$ cat src/rtl/ppu_pkg.sv
// Shared types and constants for the post-processing unit.
//   - Default widths for lanes, accumulator input, quantised output and shift.
//   - Signed saturation bounds for an OUT_BITS result (as helper functions and
//     as constants at the default width).
//   - Per-beat configuration bundle (shift amount, ReLU enable, pool enable).
package ppu_pkg;

  localparam int PPU_LANES    = 4;
  localparam int PPU_IN_BITS  = 32;
  localparam int PPU_OUT_BITS = 8;
  localparam int PPU_SF_BITS  = 6;

  // Largest / smallest value representable in a signed field of 'bits' bits.
  function automatic int out_max(input int bits);
    return (1 << (bits - 1)) - 1;
  endfunction

  function automatic int out_min(input int bits);
    return -(1 << (bits - 1));
  endfunction

  localparam int PPU_OUT_MAX = out_max(PPU_OUT_BITS);
  localparam int PPU_OUT_MIN = out_min(PPU_OUT_BITS);

  typedef logic signed [PPU_IN_BITS-1:0]  lane_in_t;
  typedef logic signed [PPU_OUT_BITS-1:0] lane_out_t;

  typedef struct packed {
    logic [PPU_SF_BITS-1:0] scaling_factor;
    logic                   relu_en;
    logic                   maxpool_en;
  } ppu_cfg_t;

endpackage

$ cat src/rtl/ppu_quant_lane.sv
// Combinational quantiser for one lane.
//   lane_i     : signed IN_BITS accumulator word
//   sf_i       : right-shift amount (clamped to IN_BITS-1)
//   relu_en_i  : clamp negative results to zero
//   res_o      : signed OUT_BITS result
//   sat_o      : result was clipped to the OUT_BITS range (ReLU does not affect it)
module ppu_quant_lane
  import ppu_pkg::*;
#(
  parameter int IN_BITS  = PPU_IN_BITS,
  parameter int OUT_BITS = PPU_OUT_BITS,
  parameter int SF_BITS  = PPU_SF_BITS
) (
  input  logic signed [IN_BITS-1:0]  lane_i,
  input  logic        [SF_BITS-1:0]  sf_i,
  input  logic                       relu_en_i,
  output logic signed [OUT_BITS-1:0] res_o,
  output logic                       sat_o
);

  localparam logic        [SF_BITS-1:0]  S_MAX = SF_BITS'(IN_BITS - 1);
  localparam logic signed [IN_BITS:0]    R_MAX = (IN_BITS+1)'(out_max(OUT_BITS));
  localparam logic signed [IN_BITS:0]    R_MIN = (IN_BITS+1)'(out_min(OUT_BITS));
  localparam logic signed [OUT_BITS-1:0] O_MAX = OUT_BITS'(out_max(OUT_BITS));
  localparam logic signed [OUT_BITS-1:0] O_MIN = OUT_BITS'(out_min(OUT_BITS));

  logic        [SF_BITS-1:0]  s;
  logic signed [IN_BITS:0]    vx;
  logic signed [IN_BITS:0]    rnd;
  logic signed [IN_BITS:0]    r;
  logic signed [OUT_BITS-1:0] q;

  always_comb begin
    s   = (sf_i > S_MAX) ? S_MAX : sf_i;
    // One guard bit so that adding the half-LSB cannot wrap a large positive word.
    vx  = {lane_i[IN_BITS-1], lane_i};
    rnd = '0;
    if (s != '0) begin
      rnd = (IN_BITS+1)'(1) << (s - 1'b1);
    end
    // Arithmetic shift floors, so adding half an LSB first rounds half toward +inf.
    r     = (vx + rnd) >>> s;
    q     = r[OUT_BITS-1:0];
    sat_o = 1'b0;
    if (r > R_MAX) begin
      q     = O_MAX;
      sat_o = 1'b1;
    end else if (r < R_MIN) begin
      q     = O_MIN;
      sat_o = 1'b1;
    end
    res_o = (relu_en_i && q[OUT_BITS-1]) ? '0 : q;
  end

endmodule

$ cat src/rtl/ppu_vec.sv
// Multi-lane post-processing unit: quantise (+ReLU) each lane, then optionally
// max-pool across a window of beats closed by in_last.
//   clk, rst          : clock, synchronous active-low reset
//   in_valid/in_ready : input handshake; in_data packs LANES signed words
//   in_last           : closes the current pooling window
//   scaling_factor, relu_en, maxpool_en : per-beat configuration
//   out_valid/out_ready : output handshake; out_data packs LANES signed results
//   out_sat           : some lane saturated in a beat contributing to this output
// Two stages: S1 holds quantised lanes, S2 is the pool accumulator / output.
module ppu_vec
  import ppu_pkg::*;
#(
  parameter int LANES    = PPU_LANES,
  parameter int IN_BITS  = PPU_IN_BITS,
  parameter int OUT_BITS = PPU_OUT_BITS,
  parameter int SF_BITS  = PPU_SF_BITS
) (
  input  logic                      clk,
  input  logic                      rst,
  input  logic                      in_valid,
  output logic                      in_ready,
  input  logic [LANES*IN_BITS-1:0]  in_data,
  input  logic                      in_last,
  input  logic [SF_BITS-1:0]        scaling_factor,
  input  logic                      relu_en,
  input  logic                      maxpool_en,
  output logic                      out_valid,
  input  logic                      out_ready,
  output logic [LANES*OUT_BITS-1:0] out_data,
  output logic                      out_sat
);

  ppu_cfg_t cfg;
  logic     adv;
  logic     accept;
  logic     pool_eff;

  logic [LANES*OUT_BITS-1:0] q_data;
  logic [LANES-1:0]          q_sat;
  logic [LANES*OUT_BITS-1:0] pool_max;

  // Window tracking on the input side.
  logic win_open_q, win_open_d;

  // S1 registers.
  logic                      s1_valid_q, s1_valid_d;
  logic [LANES*OUT_BITS-1:0] s1_data_q, s1_data_d;
  logic [LANES-1:0]          s1_sat_q, s1_sat_d;
  logic                      s1_pool_q, s1_pool_d;
  logic                      s1_first_q, s1_first_d;
  logic                      s1_last_q, s1_last_d;

  // S2 registers: running max doubles as the output word.
  logic                      out_valid_q, out_valid_d;
  logic [LANES*OUT_BITS-1:0] acc_q, acc_d;
  logic                      sat_acc_q, sat_acc_d;

  assign cfg.scaling_factor = PPU_SF_BITS'(scaling_factor);
  assign cfg.relu_en        = relu_en;
  assign cfg.maxpool_en     = maxpool_en;

  assign adv      = !out_valid_q || out_ready;
  assign in_ready = rst && adv;
  assign accept   = in_valid && in_ready;

  // A window only opens in pool mode, so an open window implies pooling and
  // mid-window changes of maxpool_en are ignored without a separate latch.
  assign pool_eff = win_open_q || cfg.maxpool_en;

  generate
    for (genvar gi = 0; gi < LANES; gi++) begin : g_lane
      logic signed [OUT_BITS-1:0] cur;
      logic signed [OUT_BITS-1:0] nxt;

      ppu_quant_lane #(
        .IN_BITS  (IN_BITS),
        .OUT_BITS (OUT_BITS),
        .SF_BITS  (PPU_SF_BITS)
      ) u_quant (
        .lane_i    (in_data[gi*IN_BITS +: IN_BITS]),
        .sf_i      (cfg.scaling_factor),
        .relu_en_i (cfg.relu_en),
        .res_o     (q_data[gi*OUT_BITS +: OUT_BITS]),
        .sat_o     (q_sat[gi])
      );

      assign cur = acc_q[gi*OUT_BITS +: OUT_BITS];
      assign nxt = s1_data_q[gi*OUT_BITS +: OUT_BITS];
      // Strict compare: ties keep the earlier (identical) value.
      assign pool_max[gi*OUT_BITS +: OUT_BITS] = (nxt > cur) ? nxt : cur;
    end
  endgenerate

  always_comb begin
    win_open_d = win_open_q;
    if (accept && pool_eff) begin
      win_open_d = !in_last;
    end
  end

  always_comb begin
    s1_valid_d = s1_valid_q;
    s1_data_d  = s1_data_q;
    s1_sat_d   = s1_sat_q;
    s1_pool_d  = s1_pool_q;
    s1_first_d = s1_first_q;
    s1_last_d  = s1_last_q;
    if (adv) begin
      s1_valid_d = accept;
      s1_data_d  = q_data;
      s1_sat_d   = q_sat;
      s1_pool_d  = pool_eff;
      s1_first_d = !win_open_q;
      s1_last_d  = in_last;
    end
  end

  always_comb begin
    out_valid_d = out_valid_q;
    acc_d       = acc_q;
    sat_acc_d   = sat_acc_q;
    if (adv) begin
      out_valid_d = 1'b0;
      if (s1_valid_q) begin
        if (!s1_pool_q || s1_first_q) begin
          acc_d     = s1_data_q;
          sat_acc_d = |s1_sat_q;
        end else begin
          acc_d     = pool_max;
          sat_acc_d = sat_acc_q || (|s1_sat_q);
        end
        out_valid_d = !s1_pool_q || s1_last_q;
      end
    end
  end

  always_ff @(posedge clk) begin
    if (!rst) begin
      win_open_q  <= 1'b0;
      s1_valid_q  <= 1'b0;
      s1_data_q   <= '0;
      s1_sat_q    <= '0;
      s1_pool_q   <= 1'b0;
      s1_first_q  <= 1'b0;
      s1_last_q   <= 1'b0;
      out_valid_q <= 1'b0;
      acc_q       <= '0;
      sat_acc_q   <= 1'b0;
    end else begin
      win_open_q  <= win_open_d;
      s1_valid_q  <= s1_valid_d;
      s1_data_q   <= s1_data_d;
      s1_sat_q    <= s1_sat_d;
      s1_pool_q   <= s1_pool_d;
      s1_first_q  <= s1_first_d;
      s1_last_q   <= s1_last_d;
      out_valid_q <= out_valid_d;
      acc_q       <= acc_d;
      sat_acc_q   <= sat_acc_d;
    end
  end

  assign out_valid = out_valid_q;
  assign out_data  = acc_q;
  assign out_sat   = sat_acc_q;

endmodule
$ cat config.mk
export PLATFORM = sky130hd
export DESIGN_NAME = ppu_vec
export DESIGN_NICKNAME = d
export VERILOG_FILES = /design/src/rtl/ppu_pkg.sv /design/src/rtl/ppu_quant_lane.sv /design/src/rtl/ppu_vec.sv
export SDC_FILE = /design/constraint.sdc
export NUM_CORES = 1
export LEC_CHECK = 0
export CORE_MARGIN = 1
export CORE_UTILIZATION = 35
export DETAILED_ROUTE_END_ITERATION = 10
export PLACE_DENSITY = 0.52
export RECOVER_POWER = 100
export SYNTH_ARGS = -nofsm -noshare
export SYNTH_HDL_FRONTEND = slang
export SYNTH_HIERARCHICAL = 1
export SYNTH_SLANG_ARGS = --single-unit
$ cat constraint.sdc
create_clock -name clk -period 7.13 [get_ports clk]
set_input_delay 1.426 -clock clk [delete_from_list [all_inputs] [get_ports clk]]
set_output_delay 1.426 -clock clk [all_outputs]
set_load 0.02 [all_outputs]
==> metrics.yaml, run 1 <==
logic_synthesis:
  yosysWarningCount: 6
  netlist.area_leader.share: 0.07430
  seq_area_frac_synth: 0.05573
  yosysTopAreaCell: "ha_1"
  synth_edf_count: 0
  syn-instance-count: 4045
  synthMostInstantiatedCell: "nand2_1"
  synthTopCellsByCount: "nand2_1, nor2_1, a21oi_1, o21ai_0, ha_1"
  async_reset_ff_frac: 0
  netlist_top_cells_area: "ha_1, nand2_1, nor2_1, dfxtp_1, a21oi_1"
  avgSynthCellArea_um2: 6.661
  synth_cell_types: 133
  synth_ff_type: "dfxtp_1"
  synth_nets: 4350
  ys_ff_latch: 75
  syn_area_um2: 26940
die:
  die_area_um2: 78100
  die_w_um: 279.5
  die_h_um: 279.5
  rows: 101
  coreArea_um2: 76080
  initial_utilization: 0.3542
  boundaryPins: 176
timing:
  tns_ps: 0
  hold_violations: 0
  hold_ws_ps: 470.8
  period_share: 0.9845
  relSlewSlack: -1.294
  fmax_ghz: 0.1425
  rsz0062_at_grt: "false"
  clock_skew_ps: 8.285
  setup_viol: 0
  tightest_slew_ps: 3441
  min_period_ps: 7020
  slew_violations: 99
placement:
  post_dp_cell_area_um2: 31550
  portBuffers: 175
  gp_congestion: 1.021
  dp_hpwl_um: 101000
worst_hold_path:
  hold_class: "reg -> reg"
  hold-path-endpoint: "s1_last_q"
  min_from: "s1_last_q"
  hold_path_depth: 1
drt:
  drtPass1Iterations: 7
  wl_um: 124500
  routedWlPerCell_um: 23.20
  viasPerCell: 6.422
  drt_iter0_drc: 4161
  ant_nets: 0
  drc: 0
  vias: 34470
critical_path:
  crit_type: "in -> reg"
  r2r_end: "out_data[16]"
  start_kind: "primary input"
  reg2reg_depth: 7
  end_kind: "flip-flop"
  rrSetupSlack_ps: 4280
  worst_ep_arrival_time_ps: 7260
  crit_required_ps: 7370
  r2r-start: "out_data[21]"
  crit_fanout: 14
pwr:
  p_leak_nw: 12.29
  power_density_nw_per_um2: 100.0
  total_power_mw: 3.187
  ir_drop_mv: 0.1220
grt:
  grt_pass1_wl_um: 190000
  grt-ovfl-total: 0
  track_usage: 0.3054
  antenna_found_initial: 3
  grt_pass1_vias: 31650
  grt_max_degree: 81
finish:
  syn2layout_area_growth_pct: 18.29
  final_util: 0.4190
  fin_nets: 4636
  design_area_um2: 31870
  drive_above_1_share: 0.1610
clock_network:
  clk_latency_ps: 350
  cts_buffer_depth: 2
  htree_levels: 3
  numClockSinks: 75
  cts_tree: "done"
  clockRootBuffer: "clkbuf_16"
  cts_buffers: 9
  clk_pin_slew_ps: 60
status:
  violations: "max-capacitance violations, max-slew violations"
  status: "complete, but fails checks"
flow_run:
  max-cap-violations: 3
[cells by family after synthesis]
family	Yosys count	synth area share
and+or+nand+nor	1740	0.3222
AOI/OAI and AO/OA	1515	0.4127
buffers and inverters	383	0.06715
adders and majority gates	164	0.07727
muxes	104	0.04374
DFF	75	0.05573
xor gates and xnor gates	60	0.02062
other	4	0.0005571
[power breakdown]
| part | leakage, nW | internal (mW) | switching, mW |
|---|---|---|---|
| clock network | 0.155 | 0.299 | 0.191 |
| registers | 0.617 | 0.461 | 0.0505 |
| logic | 11.5 | 0.847 | 1.34 |
| total | 12.3 | 1.61 | 1.58 |
[how the worst max path moves through the flow]
stage                         to  slack (ps)              start
floorplan           s1_data_q[6]         400  scaling_factor[5]
global placement    s1_data_q[9]        -500  scaling_factor[5]
detailed placement  s1_data_q[9]        -300  scaling_factor[5]
CTS                 s1_data_q[9]          70  scaling_factor[5]
global route        s1_data_q[1]           3  scaling_factor[0]
finish              s1_data_q[9]         110  scaling_factor[5]
[layout make-up]
class                   instances  area, um2
multi-input cells            3587      23670
diodes                          1      2.502
clock buffers                  12      266.5
inverters                      85      319.1
well taps                    1030       1289
flip-flops and latches         75       1501
repair buffers                573       4776
clock inverters                 4      47.55
fillers                      8228      44200
[metal layers]
layer  up-vias  global-route usage  part of all wire
li1      16180                   -                 -
met1     16290              0.4448              0.46
met2      1770              0.4725              0.43
met3       223             0.03294             0.076
met4         0             0.07945             0.028
met5         -                   0                 0
[cells in the final DEF (no fill, tap or decap), types with 32 or more instances in the layout]
cell | Yosys | final
nor2_1 | 450 | 440
nor4_1 | 45 | 44
ha_1 | 160 | 160
and2_1 | 34 | 32
and3_1 | 32 | 32
nor3_1 | 153 | 152
buf_4 | 32 | 390
xnor2_1 | 38 | 38
o21a_1 | 55 | 55
a211o_1 | 34 | 34
o21ai_1 | 62 | 62
a211oi_1 | 96 | 98
nand4_1 | 133 | 133
o22ai_1 | 54 | 54
a21oi_1 | 293 | 293
a31oi_1 | 47 | 47
dlygate4sd3_1 | 0 | 36
clkdlybuf4s50_1 | 0 | 132
inv_1 | 83 | 83
o21ai_0 | 204 | 204
dfxtp_1 | 75 | 75
nand3_1 | 124 | 124
mux2i_1 | 84 | 84
or3_1 | 32 | 32
a22o_1 | 51 | 51
a21o_1 | 58 | 58
nand2_1 | 528 | 528
o211ai_1 | 97 | 97
[through the flow]
| step | cells | setup WS (ps) |
|---|---|---|
| 3_3_place_gp | 5350 | -500.3 |
| 6_report | 5367 | 110.5 |
| 4_1_cts | 5366 | 66.07 |
| 5_1_grt | 5366 | 3.046 |
| 3_5_place_dp | 5350 | -295.0 |
| 2_1_floorplan | 4045 | 399.2 |
[what timing repair did]
action / CTS / global route
hold buffers: 0 / 0
setup buffers: 0 / 0
setup endpoints to repair: 0 / 13
resized for setup: 0 / 5
[critical path: stages]
cell       delay [ps]
buf_2             180
buf_4             200
or2_2             430
nor2_1            260
nand2_1           160
nor2_1            360
ha_1              290
buf_4             170
nand4_1           260
a2111oi_4         530
nor3_1            170
a311oi_4          520
o22ai_1           170
a211oi_1          240
o2111ai_1         360
a211oi_2          430
nand4b_1          190
nor4_2            270
a31o_2            310
a32oi_1           120
a22o_1            210
No activity file was read; power rests on OpenSTA's default activity.
==> inputs of run 2 (changes only) <==
--- a/config.mk
+++ b/config.mk
@@ -12,5 +12,4 @@
 export RECOVER_POWER = 100
 export SYNTH_ARGS = -nofsm -noshare
 export SYNTH_HDL_FRONTEND = slang
-export SYNTH_HIERARCHICAL = 1
 export SYNTH_SLANG_ARGS = --single-unit
==> run 2 against run 1 <==
Compared with the run above: the run still ends with max-capacitance violations, max-slew violations left; sequential power decreased by 2%; count of clock-buffer cells in the layout unchanged; final cell count increased by 7.6%.
==> metrics.yaml, run 2 <==
status:
  status: "complete, but fails checks"
  violations: "max-capacitance violations, max-slew violations"
timing:
  tightest_slew_ps: 1567  # -1874 ps
  setup_viol: 0  # unchanged
  clock_skew_ps: 5.457  # -2.828 ps
  relSlewSlack: -0.05588  # +1.238
  min_period_ps: 6993  # -26.32 ps
  slew_violations: 11  # -89%
  fmax_ghz: 0.1430  # +0.38%
  hold_violations: 0  # unchanged
  period_share: 0.9808  # -0.003691
  hold_ws_ps: 455.7  # -15.08 ps
logic_synthesis:
  yosysTopAreaCell: "a21oi_1"
  muxShareOfSynthArea: 0.05071  # +0.006966
  synth_top_family_by_area: "compound AO/OA/AOI/OAI gates"
  avgSynthCellArea_um2: 6.597  # -0.96%
  yosysWarningCount: 0  # -6
  synth_ff_type: "dfxtp_1"
  async_reset_ff_frac: 0  # unchanged
  synth-simple-area-share: 0.2915  # -0.03072
  synth_edf_count: 0  # unchanged
  netlist.area_leader.share: 0.05972  # -0.01459
  synthMostInstantiatedCell: "nand2_1"
  synth_compound_gate_area_share: 0.4291  # +0.01640
  yosys.area_share.adder: 0.05991  # -0.01737
  syn_area_um2: 26400  # -2.0%
  synthXorXnorAreaFrac: 0.04313  # +0.02251
  seq_area_frac_synth: 0.05687  # +0.001146
  synth_cell_types: 133  # unchanged
  synthTopCellsByCount: "nand2_1, nor2_1, a21oi_1, clkbuf_1, o21ai_0"
  netlist_top_cells_area: "a21oi_1, nand2_1, dfxtp_1, ha_1, nor2_1"
  ys_ff_latch: 75  # unchanged
  syn-instance-count: 4002  # -1.1%
pwr:
  power_density_nw_per_um2: 96.40  # -3.6%
  p_leak_nw: 15.49  # +26%
  ir_drop_mv: 0.1096  # -10%
placement:
  dp_hpwl_um: 132900  # +32%
  post_dp_cell_area_um2: 35560  # +13%
  place_inst: 5751  # +7.5%
  portBuffers: 175  # unchanged
  gp_congestion: 1.080  # +5.8%
worst_hold_path:
  hold-path-endpoint: "s1_last_q"
  hold_class: "reg -> reg"
  hold_path_depth: 2  # +1
  min_from: "s1_last_q"
die:
  rows: 100  # -0.99%
  coreArea_um2: 74570  # -2.0%
  boundaryPins: 176  # unchanged
  die_h_um: 276.6  # -1.0%
  die_w_um: 276.6  # -1.0%
  initial_utilization: 0.3540  # about the same
  die_area_um2: 76530  # -2.0%
finish:
  final_common_cell: "buf_4"
  mostFrequentLayoutCells: "buf_4, nand2_1, nor2_1"
  seq_area_um2: 1501  # unchanged
  fin_nets: 5056  # +9.1%
  final_util: 0.4846  # +0.06565
  fill_cells: 7765  # -5.6%
  syn2layout_area_growth_pct: 36.88
  layout.cells.non_filler: 5776  # +7.6%
  drive_above_1_share: 0.2481  # +0.08715
  multi_input_comb_area_um2: 23590  # -0.33%
  design_area_um2: 36140  # +13%
grt:
  grt_pass1_wl_um: 240100  # +26%
  track_usage: 0.4157  # +0.1103
  grt-ovfl-total: 0  # unchanged
  grt_use_met1: 0.5097  # +0.06490
  grt_util_met2: 0.6473  # +0.1748
  grt_max_degree: 54  # -33%
  use_met3: 0.08209  # +0.04914
  grt_pass1_vias: 36010  # +14%
  antenna_found_initial: 8  # +5
  busiest_layer: "met2"
critical_path:
  r2r_end: "out_data[29]"
  reg2reg_depth: 13  # +6
  r2r-start: "out_data[25]"
  worst_ep_arrival_time_ps: 7250  # about the same
  start_kind: "primary input"
  end_kind: "flip-flop"
  rrSetupSlack_ps: 3750  # -530 ps
  crit_required_ps: 7390  # +20 ps
  crit_fanout: 14  # unchanged
  crit_type: "in -> reg"
flow_run:
  max-cap-violations: 2  # -1
drt:
  drc: 0  # unchanged
  viasPerCell: 6.581  # +2.5%
  wl_um: 166100  # +33%
  routedWlPerCell_um: 28.76  # +24%
  vias: 38010  # +10%
  ant_nets: 0  # unchanged
  drt_iter0_drc: 4363  # +4.9%
  drtPass1Iterations: 9  # +2
clock_network:
  numClockSinks: 75  # unchanged
  cts_buffers: 9  # unchanged
  clk_latency_ps: 340  # about the same
  cts_buffer_depth: 2  # unchanged
  clockRootBuffer: "clkbuf_16"
  htree_levels: 3  # unchanged
  clk_pin_slew_ps: 60  # about the same
  cts_tree: "done"
-- run 2: cell types whose count changed in the layout (fill, tap and decap cells not counted), sizes merged, moves of 23 or more --
cell,change
xnor2,+55
buf,+550
a31oi,+29
nor3,-29
ha,-44
o21ai,-47
a22o,-23
nand2,-111
nand4,-63
a211oi,-23
o221ai,+25
nor2,-80
-- run 2: cell type report --
cell class / count / share of cell area
well taps: 969 / 0.03355
flip-flops and latches: 75 / 0.04155
clock inverters: 4 / 0.002631
diodes: 3 / 0.0002077
inverters: 103 / 0.01070
multi-input cells: 3489 / 0.6529
clock buffers: 12 / 0.007375
repair buffers: 1121 / 0.2511
-- run 2: layer usage --
metal  routed length, um  vias to the layer above  part of all wire
li1                    -                    17260                 -
met1               64930                    18040              0.39
met2               71010                     2145              0.43
met3               15530                      561             0.093
met4               14540                       12             0.088
met5                  80                        -           0.00048
-- run 2: power by group --
| group | internal, mW | switching, mW |
|---|---|---|
| logic | 1.00 | 1.44 |
| registers | 0.462 | 0.0388 |
| clock network | 0.370 | 0.173 |
| total | 1.84 | 1.65 |
-- run 2: repair_timing --
item,4_1_cts,5_1_grt
setup buffers,0,6
endpoints found under the setup margin,0,32
hold buffers,0,0
hold endpoints to repair,0,0
gates resized for setup,0,33
-- run 2: through the flow --
step,worst slack [ps],power [mW],setup TNS [ps]
after floorplan,-30.60,1.731,-200.4
after global placement,-216.1,2.855,-4778
after detailed placement,-265.2,2.850,-6333
after CTS,84.54,3.406,0
after global routing,-27.53,3.649,-154.5
final,136.8,3.484,0
-- run 2: critical path: stages --
cell,delay [ps]
clkdlybuf4s50_1,460
buf_12,180
nor4b_4,310
buf_4,180
nand2_1,80
clkinv_1,110
buf_4,240
ha_1,320
and2_1,230
a211o_1,330
o21ai_1,140
buf_4,190
and3_1,240
nor3_1,80
or2_1,290
a2111oi_0,530
a32o_1,240
o211ai_1,120
or4b_1,570
a221oi_2,270
nor4b_4,270
a31oi_2,190
o211ai_1,210
-- run 2: cells by family after synthesis --
family | after synthesis
AOI/OAI and AO/OA | 1575
and+or+nand+nor | 1528
buffers and inverters | 441
xor gates and xnor gates | 130
adders and majority gates | 129
muxes | 123
DFF | 75
other | 1
-- run 2: worst max path at each step --
stage / end / slack [ps] / from
after floorplan: s1_data_q[0] / -30 / scaling_factor[1]
after global placement: s1_data_q[12] / -220 / scaling_factor[4]
after detailed placement: s1_data_q[16] / -270 / scaling_factor[4]
after CTS: s1_data_q[16] / 80 / scaling_factor[4]
after global routing: s1_data_q[1] / -30 / scaling_factor[4]
final: s1_data_q[26] / 140 / scaling_factor[4]
